### src/rtl/cache_control_if.sv
// Bus bundle for the LC-3b cache controller: CPU request port, physical
// memory port and the data-array control port, grouped in one interface.
// "slave" is the controller's view; "master" is the surrounding system.
interface cache_control_if;
  // CPU side
  logic [15:0]  mem_address;
  logic         mem_read;
  logic         mem_write;
  logic [1:0]   mem_byte_enable;
  logic [15:0]  mem_wdata;
  logic [15:0]  mem_rdata;
  logic         mem_resp;
  // Physical memory side
  logic [15:0]  pmem_address;
  logic         pmem_read;
  logic         pmem_write;
  logic [127:0] pmem_wdata;
  logic [127:0] pmem_rdata;
  logic         pmem_resp;
  // Data array side
  logic [2:0]   data_set;
  logic         data_write;
  logic [127:0] data_in;
  logic [127:0] data_out;

  modport slave (
    input  mem_address, mem_read, mem_write, mem_byte_enable, mem_wdata,
    output mem_rdata, mem_resp,
    output pmem_address, pmem_read, pmem_write, pmem_wdata,
    input  pmem_rdata, pmem_resp,
    output data_set, data_write, data_in,
    input  data_out
  );

  modport master (
    output mem_address, mem_read, mem_write, mem_byte_enable, mem_wdata,
    input  mem_rdata, mem_resp,
    input  pmem_address, pmem_read, pmem_write, pmem_wdata,
    output pmem_rdata, pmem_resp,
    input  data_set, data_write, data_in,
    output data_out
  );
endinterface

### src/rtl/cache_control.sv
// Direct-mapped, 8-set, 128-bit-line cache controller with write-back and
// write-allocate. Owns tag/valid/dirty state; the line storage itself lives
// in an external data array addressed by data_set.
module cache_control (
  input  logic           clk,
  input  logic           reset,
  cache_control_if.slave bus
);

  typedef enum logic [1:0] {
    S_IDLE      = 2'd0,
    S_WRITEBACK = 2'd1,
    S_FILL      = 2'd2
  } state_t;

  state_t       r_state;
  logic [8:0]   r_tag [8];
  logic [7:0]   r_valid;
  logic [7:0]   r_dirty;
  logic         r_pmem_read;
  logic         r_pmem_write;

  logic [2:0]   w_index;
  logic [8:0]   w_addr_tag;
  logic [2:0]   w_offset;
  logic         w_hit;
  logic         w_req;
  logic         w_wr;
  logic         w_unused_byte;

  // Select one 16-bit word out of a line.
  function automatic logic [15:0] sel_word(input logic [127:0] line,
                                           input logic [2:0]   off);
    return line[{off, 4'b0000} +: 16];
  endfunction

  // Replace the enabled byte lanes of one word inside a line.
  function automatic logic [127:0] merge_line(input logic [127:0] line,
                                              input logic [2:0]   off,
                                              input logic [1:0]   be,
                                              input logic [15:0]  wd);
    logic [127:0] res;
    res = line;
    if (be[0]) res[{off, 4'b0000} +: 8] = wd[7:0];
    if (be[1]) res[{off, 4'b1000} +: 8] = wd[15:8];
    return res;
  endfunction

  assign w_index       = bus.mem_address[6:4];
  assign w_addr_tag    = bus.mem_address[15:7];
  assign w_offset      = bus.mem_address[3:1];
  assign w_unused_byte = bus.mem_address[0];
  assign w_hit         = r_valid[w_index] && (r_tag[w_index] == w_addr_tag);
  assign w_req         = bus.mem_read | bus.mem_write;
  // A simultaneous read+write is handled as a write.
  assign w_wr          = bus.mem_write;

  assign bus.data_set   = w_index;
  assign bus.mem_rdata  = sel_word(bus.data_out, w_offset);
  assign bus.pmem_wdata = bus.data_out;
  assign bus.pmem_read  = r_pmem_read;
  assign bus.pmem_write = r_pmem_write;

  // Hit response, data-array write strobe/data and physical address per state.
  always_comb begin
    bus.mem_resp     = 1'b0;
    bus.data_write   = 1'b0;
    bus.data_in      = bus.pmem_rdata;
    bus.pmem_address = {bus.mem_address[15:4], 4'b0000};
    case (r_state)
      S_IDLE: begin
        if (w_req && w_hit) begin
          bus.mem_resp = 1'b1;
          if (w_wr) begin
            bus.data_write = 1'b1;
            bus.data_in    = merge_line(bus.data_out, w_offset,
                                        bus.mem_byte_enable, bus.mem_wdata);
          end
        end
      end
      S_WRITEBACK: begin
        bus.pmem_address = {r_tag[w_index], w_index, 4'b0000};
      end
      S_FILL: begin
        if (bus.pmem_resp) bus.data_write = 1'b1;
      end
      default: ;
    endcase
  end

  // Miss-handling FSM with registered pmem strobes and valid/dirty tracking.
  always_ff @(posedge clk or posedge reset) begin
    if (reset) begin
      r_state      <= S_IDLE;
      r_valid      <= '0;
      r_dirty      <= '0;
      r_pmem_read  <= 1'b0;
      r_pmem_write <= 1'b0;
    end else begin
      case (r_state)
        S_IDLE: begin
          if (w_req) begin
            if (w_hit) begin
              if (w_wr) r_dirty[w_index] <= 1'b1;
            end else if (r_valid[w_index] && r_dirty[w_index]) begin
              r_state      <= S_WRITEBACK;
              r_pmem_write <= 1'b1;
            end else begin
              r_state     <= S_FILL;
              r_pmem_read <= 1'b1;
            end
          end
        end
        S_WRITEBACK: begin
          if (bus.pmem_resp) begin
            r_state      <= S_FILL;
            r_pmem_write <= 1'b0;
            r_pmem_read  <= 1'b1;
          end
        end
        S_FILL: begin
          if (bus.pmem_resp) begin
            r_state          <= S_IDLE;
            r_pmem_read      <= 1'b0;
            r_valid[w_index] <= 1'b1;
            r_dirty[w_index] <= 1'b0;
          end
        end
        default: begin
          r_state      <= S_IDLE;
          r_pmem_read  <= 1'b0;
          r_pmem_write <= 1'b0;
        end
      endcase
    end
  end

  // Tag array: written on fill completion; contents are masked by valid.
  always_ff @(posedge clk) begin
    if (r_state == S_FILL && bus.pmem_resp) r_tag[w_index] <= w_addr_tag;
  end

endmodule
### src/flat_wrapper.sv
// flat-port wrapper written by rule: the top's interface ports become plain ports
module cache_control_flat 
  (clk, reset, bus_mem_address, bus_mem_read, bus_mem_write, bus_mem_byte_enable, bus_mem_wdata, bus_mem_rdata, bus_mem_resp, bus_pmem_address, bus_pmem_read, bus_pmem_write, bus_pmem_wdata, bus_pmem_rdata, bus_pmem_resp, bus_data_set, bus_data_write, bus_data_in, bus_data_out);
  cache_control_if bus_i ();
  input  logic clk;
  input  logic reset;
  input wire logic [$bits(bus_i.mem_address)-1:0] bus_mem_address;
  input wire logic [$bits(bus_i.mem_read)-1:0] bus_mem_read;
  input wire logic [$bits(bus_i.mem_write)-1:0] bus_mem_write;
  input wire logic [$bits(bus_i.mem_byte_enable)-1:0] bus_mem_byte_enable;
  input wire logic [$bits(bus_i.mem_wdata)-1:0] bus_mem_wdata;
  output wire logic [$bits(bus_i.mem_rdata)-1:0] bus_mem_rdata;
  output wire logic [$bits(bus_i.mem_resp)-1:0] bus_mem_resp;
  output wire logic [$bits(bus_i.pmem_address)-1:0] bus_pmem_address;
  output wire logic [$bits(bus_i.pmem_read)-1:0] bus_pmem_read;
  output wire logic [$bits(bus_i.pmem_write)-1:0] bus_pmem_write;
  output wire logic [$bits(bus_i.pmem_wdata)-1:0] bus_pmem_wdata;
  input wire logic [$bits(bus_i.pmem_rdata)-1:0] bus_pmem_rdata;
  input wire logic [$bits(bus_i.pmem_resp)-1:0] bus_pmem_resp;
  output wire logic [$bits(bus_i.data_set)-1:0] bus_data_set;
  output wire logic [$bits(bus_i.data_write)-1:0] bus_data_write;
  output wire logic [$bits(bus_i.data_in)-1:0] bus_data_in;
  input wire logic [$bits(bus_i.data_out)-1:0] bus_data_out;
  assign bus_i.mem_address = bus_mem_address;
  assign bus_i.mem_read = bus_mem_read;
  assign bus_i.mem_write = bus_mem_write;
  assign bus_i.mem_byte_enable = bus_mem_byte_enable;
  assign bus_i.mem_wdata = bus_mem_wdata;
  assign bus_mem_rdata = bus_i.mem_rdata;
  assign bus_mem_resp = bus_i.mem_resp;
  assign bus_pmem_address = bus_i.pmem_address;
  assign bus_pmem_read = bus_i.pmem_read;
  assign bus_pmem_write = bus_i.pmem_write;
  assign bus_pmem_wdata = bus_i.pmem_wdata;
  assign bus_i.pmem_rdata = bus_pmem_rdata;
  assign bus_i.pmem_resp = bus_pmem_resp;
  assign bus_data_set = bus_i.data_set;
  assign bus_data_write = bus_i.data_write;
  assign bus_data_in = bus_i.data_in;
  assign bus_i.data_out = bus_data_out;
  cache_control u_core (.clk(clk), .reset(reset), .bus(bus_i));
endmodule
### config.mk
export PLATFORM = sky130hd
export DESIGN_NAME = cache_control_flat
export DESIGN_NICKNAME = d
export VERILOG_FILES = /design/src/rtl/cache_control_if.sv /design/src/rtl/cache_control.sv /design/src/flat_wrapper.sv
export SDC_FILE = /design/constraint.sdc
export NUM_CORES = 1
export LEC_CHECK = 0
export ABC_CLOCK_PERIOD_IN_PS = 2900
export BUFFER_PORTS_ARGS = -buffer_cell sky130_fd_sc_hd__buf_2
export CORE_AREA = 2 2 231 233
export DETAILED_ROUTE_END_ITERATION = 8
export DIE_AREA = 0 0 233 235
export GPL_TIMING_DRIVEN = 0
export PLACE_DENSITY = 0.52
export SLEW_MARGIN = 25
export SYNTH_ARGS = -nofsm -noshare
export SYNTH_HDL_FRONTEND = slang
export SYNTH_SLANG_ARGS = --single-unit
### constraint.sdc
create_clock -name clk -period 2.9 [get_ports clk]
set_input_delay 0.145 -clock clk [delete_from_list [all_inputs] [get_ports clk]]
set_output_delay 0.145 -clock clk [all_outputs]
set_load 0.01 [all_outputs]
# Yosys cells after proc, flatten, opt, wreduce, memory -nomap -nowiden
# Memories as Yosys holds them, arrays and structs flattened.
# Cells that the tools add are included.
dict set report totals {
  n_memories 1
  word_cells 90
  output_inout_bits 295
  mem_bits_rw 72
  ff_bits 20
}
dict set report classes {
  reduce_logical 12
  bitwise_logic 6
  shift 5
  order_cmp 2
  n_eq_ne 11
  muxes 46
  addsub 2
}
# memory depth width rd rd_ports_with_merged_regs write_ports line
set mem_list {}
lappend mem_list {u_core.r_tag 8 9 1 0 1 cache_control.sv:17} ;# logic [8:0] r_tag [8];
# operator count
set op_table {}
lappend op_table {{$mux W128} 8}
lappend op_table {{$bwmux W128} 2}
lappend op_table {{$shift A8 B9 Y128 const A} 2}
lappend op_table {{$shiftx A8 B9 Y128} 2}
lappend op_table {{$shiftx A128 B8 Y16} 1}
lappend op_table {{$mux W8} 4}
lappend op_table {{$mux W1} 18}
lappend op_table {{$neg A7 Y9} 2}
lappend op_table {{$mux W16} 1}
lappend op_table {{$or A8 B8 Y8} 2}
lappend op_table {{$pmux W8 S2} 1}
lappend op_table {{$reduce_and A5 Y1} 3}
lappend op_table {{$mux W2} 5}
lappend op_table {{$ne A2 B2 Y1 const B} 5}
lappend op_table {{$eq A9 B9 Y1} 1}
lappend op_table {{$and A8 B8 Y8} 1}
lappend op_table {{$not A8 Y8} 1}
lappend op_table {{$bmux W1 S3} 2}
lappend op_table {{$ne A2 B1 Y1 const B} 3}
lappend op_table {{$pmux W1 S3} 2}
lappend op_table {{$pmux W2 S3} 1}
lappend op_table {{$logic_and A1 B1 Y1} 5}
lappend op_table {{$lt A3 B4 Y1 const B} 1}
lappend op_table {{$reduce_and A4 Y1} 1}
lappend op_table {{10 further kinds} 10}

# Logic depth before layout (Yosys ltp)
dict set report depth {
  ltp_word 12
  ltp_mapped 13
}

# Worst setup path after synthesis
# No wires, ideal clock.
dict set report synth_timing {
  kind {in2out}
  startpoint {in bus_mem_address[6]}
  endpoint {out bus_data_in[100]}
  path_slack_ps 46
  path_stages 11
  t_arrival_ps 2709
  cell_sequence {buf_4 nor2b_1 a22o_1 or3_1 a221oi_1 nand4_1 or4_1 buf_2 buf_6 buf_6 mux2_4}
}
dict set report synth_between {
  elab_chain_len 6
}
# element line
set synth_rtl {}
lappend synth_rtl {{start: declaration} flat_wrapper.sv:7} ;# input wire logic [$bits(bus_i.mem_address)-1:0] bus_mem_address;
lappend synth_rtl {{$mem_v2 Z8 W9 / $bmux W1 S3 (equally long branches)} n/a}
lappend synth_rtl {{$eq A9 B9 Y1 / $mux W1 (equally long branches)} cache_control.sv:53} ;# assign w_hit = r_valid[w_index] && (r_tag[w_index] == w_addr_tag);
lappend synth_rtl {{$logic_and A1 B1 Y1 *} cache_control.sv:53}
lappend synth_rtl {{$logic_and A1 B1 Y1 *} cache_control.sv:72} ;# if (w_req && w_hit) begin
lappend synth_rtl {{$mux W128 *} cache_control.sv:72}
lappend synth_rtl {{$mux W128 *} cache_control.sv:70} ;# case (r_state)
lappend synth_rtl {{end: declaration} flat_wrapper.sv:22} ;# output wire logic [$bits(bus_i.data_in)-1:0] bus_data_in;
# Mark *: on every way between the ends. The rest lies on a longest branch, timed or not. The select of a mux whose other input is x is not followed.

# Worst setup path after layout
dict set report layout_timing {
  startpoint {mem u_core.r_tag[1][1]}
  endpoint {out bus_data_in[28]}
}
dict set report layout_between {
  elab_chain_len 6
}
# element line
set layout_rtl {}
lappend layout_rtl {{start: declaration} cache_control.sv:17}
lappend layout_rtl {{$mem_v2 Z8 W9} n/a}
lappend layout_rtl {{$eq A9 B9 Y1} cache_control.sv:53}
lappend layout_rtl {{$logic_and A1 B1 Y1} cache_control.sv:53}
lappend layout_rtl {{$logic_and A1 B1 Y1} cache_control.sv:72}
lappend layout_rtl {{$mux W128} cache_control.sv:72}
lappend layout_rtl {{$mux W128} cache_control.sv:70}
# Every way passes these cells.

==> metrics.txt <==
clock sinks 92; Pre-antenna DRT Iters 6; worst endpoint required time 2760 ps; Crit path max-delay family simple AND/OR/NAND/NOR gates; Distinct cells, synth 55; placed instance count 2225; routed wire length 68.47 mm; Total Power 4.779 mW; Register-to-Register Path Depth 13; global-route wire length before repair 87.92 mm; Max Slew Vio Count 0; number of H-tree levels 3; final worst slack -699.4 ps; cts bufs inserted 9; Seq/Total Area, Yosys 0.2777; CP bufs+invs 4; Clock transition at path regs 60 ps; VDD IR max 0.3669 mV; setup slack, reg-to-reg -270 ps; Synth top cells by count 161 x nand2_1, 142 x buf_4, 122 x mux2_2, 72 x edfxtp_1, 72 x o21ai_0; Layout area overhead 54.28%; number of synthesized flops with an enable pin 72; RSZ-0062 raised after global routing true; worst-path fanout max 10; initial core utilization 0.1836; mux share of post-synthesis cell area 0.3593; num rows 84; minimum clock period 3599 ps; RePlAce Congestion 0.9585; Final Hold Fails 0; largest family of logic cells by synthesized area multiplexers; post-synth top area share 0.2255; Worst Skew 7.991 ps; FF+latch count, synth 92; Longest Clk Path Bufs 2; hold path depth 2; vias in the first global route 10299; height of the die 235 µm; DR WL/cell 30.24 µm; worst hold path type primary input to flop; startpoint types flop; initial antenna violation count 12; Die ar. 54760 µm²; Fin Setup TNS -83580 ps; layout cells sized above 1 0.6650; maxcap violations 0; PD cells 323.0 nW/µm²; post-synth top area cell edfxtp_1; Post-Syn Instances 948; Net count, final 1866; Compound-Gate Fraction of Synth Area 0.08625; Routed Antenna Nets 0; Max-slew headroom 0.2173; Place WS -1632 ps; Synth Flop Type edfxtp_1; synth top area cells edfxtp_1 23%, mux2_2 14%, buf_4 11%; Post-Synth Adder-Cell Area 0.007829; synthesized cell area 9589 µm²; post-synthesis simple-gate area fraction 0.1197; async set-reset flop share out of synthesis 0.2174; CTS tree built; fin crit share 1.241; fin cells 2264; measured slew at the worst slew-check pin 1170 ps; DRT iter0 DRCs 962; die span in x 233 µm; Critical Path End Type primary output; violated checks negative setup slack; DRC Markers 0; Most common cell on crit path buf_2; Avg Inst Size Synth 10.12 µm²; P_leak 7.194 nW; WHS Endpoint u_core.r_state[0]; Final Setup Violations 133; post-DP HPWL 55.33 mm; vias post-DR 10698; IO Pins 590; DR vias/cell 4.725; port bufs 582; most frequent cell after synthesis nand2_1; Crit-path slowest cell or4_4; clock root buffer clkbuf_16; largest net degree at the start of global routing 21; CP arrival 3450 ps; cells along the critical path mux2i_1 > a22o_1 > or3_4 > a221oi_4 > nand4_1 > buf_4 > or4_4 > buf_12 > buf_2 > mux2_2 > buf_2; post-synthesis xor/xnor area fraction 0.006394; status finished, violations left; GRT Total Usage 0.2356; delay of the slowest cell on the worst path 490 ps; yosys warns 0; Hold Startpoint bus_pmem_resp; gr ovfl total 0; R2R Path Start u_core.r_tag[1][1]; core area 52240 µm²; Crit Path Category flop to primary output; worst skew pair latency 340 ps; fmax 277.8 MHz
==> routing by layer <==
metal  routed length [µm]  vias up  track usage
met5                   35        -            0
met4                 3471        6       0.1036
met3                 8066      125      0.09672
met2                29770      670       0.3562
met1                27130     5348       0.2922
li1                     -     4549            -
==> cell usage in the layout, fill, tap and decap left out, types with 5 or more instances in the layout <==
cell type,synthesis,routed
a21oi_1,5,5
edfxtp_1,72,72
mux2_4,65,67
clkbuf_1,21,16
dfrtp_1,20,20
clkbuf_2,0,5
nor2_1,46,42
buf_6,10,79
nand2_1,161,160
clkbuf_16,0,12
or2_2,9,9
inv_1,9,9
nand3_1,5,5
nand2b_1,11,11
buf_4,142,151
a22o_1,22,22
mux2i_1,24,23
buf_2,9,515
diode_2,0,6
o21ai_0,72,72
buf_16,0,13
mux4_2,38,38
ha_1,6,6
mux2_2,122,120
==> state kept, by name, indices dropped and copies added (netlist names), named ones only <==
register               cells
u_core.r_tag              72
u_core.r_state             2
u_core.bus.pmem_write      1
u_core.r_valid             8
u_core.bus.pmem_read       1
==> worst max-delay path by stage <==
stage / startpoint / end / slack [ps] / cells past startpoint
after detailed placement: bus_mem_address[3] / bus_data_in[65] / -1630 / 12
final: u_core.r_tag[1][1] / bus_data_in[28] / -700 / 11
after global placement: bus_mem_address[3] / bus_data_in[65] / -1630 / 12
after floorplan: bus_mem_address[6] / bus_data_in[100] / 50 / 11
after CTS: u_core.r_tag[1][1] / bus_data_in[21] / -740 / 11
after global routing: u_core.r_tag[7][6] / bus_data_in[80] / -800 / 12
==> timing repair <==
item / CTS / global route
setup endpoints to repair: 133 / 137
setup buffers: 6 / 2
hold buffers: 1 / 0
pin swaps: 3 / 4
hold endpoints to repair: 1 / 0
cloned: 5 / 3
gates resized for setup: 89 / 64
==> power by group <==
group          total (mW)  internal (mW)  switching [mW]
combinational        2.01          0.919            1.10
clock                1.17          0.668           0.504
sequential           1.59           1.54          0.0559
total                4.78           3.12            1.66
==> kinds of logic after synthesis <==
group,Yosys count
AND/OR/NAND/NOR,264
buffers and inverters,199
flip-flops,92
XOR/XNOR,7
AO/OA/AOI/OAI,130
multiplexers,249
other,1
adder cells (fa/ha/maj),6
==> through the flow <==
step	hold slack (ps)	util	area [µm²]
after floorplan	108.8	-	9600
after global placement	338.7	0.2560	13370
after detailed placement	369.4	0.2574	13440
after CTS	61.06	0.2741	14320
after global routing	77.52	0.2831	14790
final	74.69	0.2832	14790
==> area by class of cell <==
class	instances	area (µm²)
fillers	5567	37440
well taps	688	860.8
flip-flops and latches	92	2663
diodes	6	15.01
clock buffers	10	229.0
plain buffers	187	1501
multi-input cells	660	5695
clock inverters	6	63.81
repair buffers	604	3720
inverters	11	46.29
No activity file was read; power rests on OpenSTA's default activity.
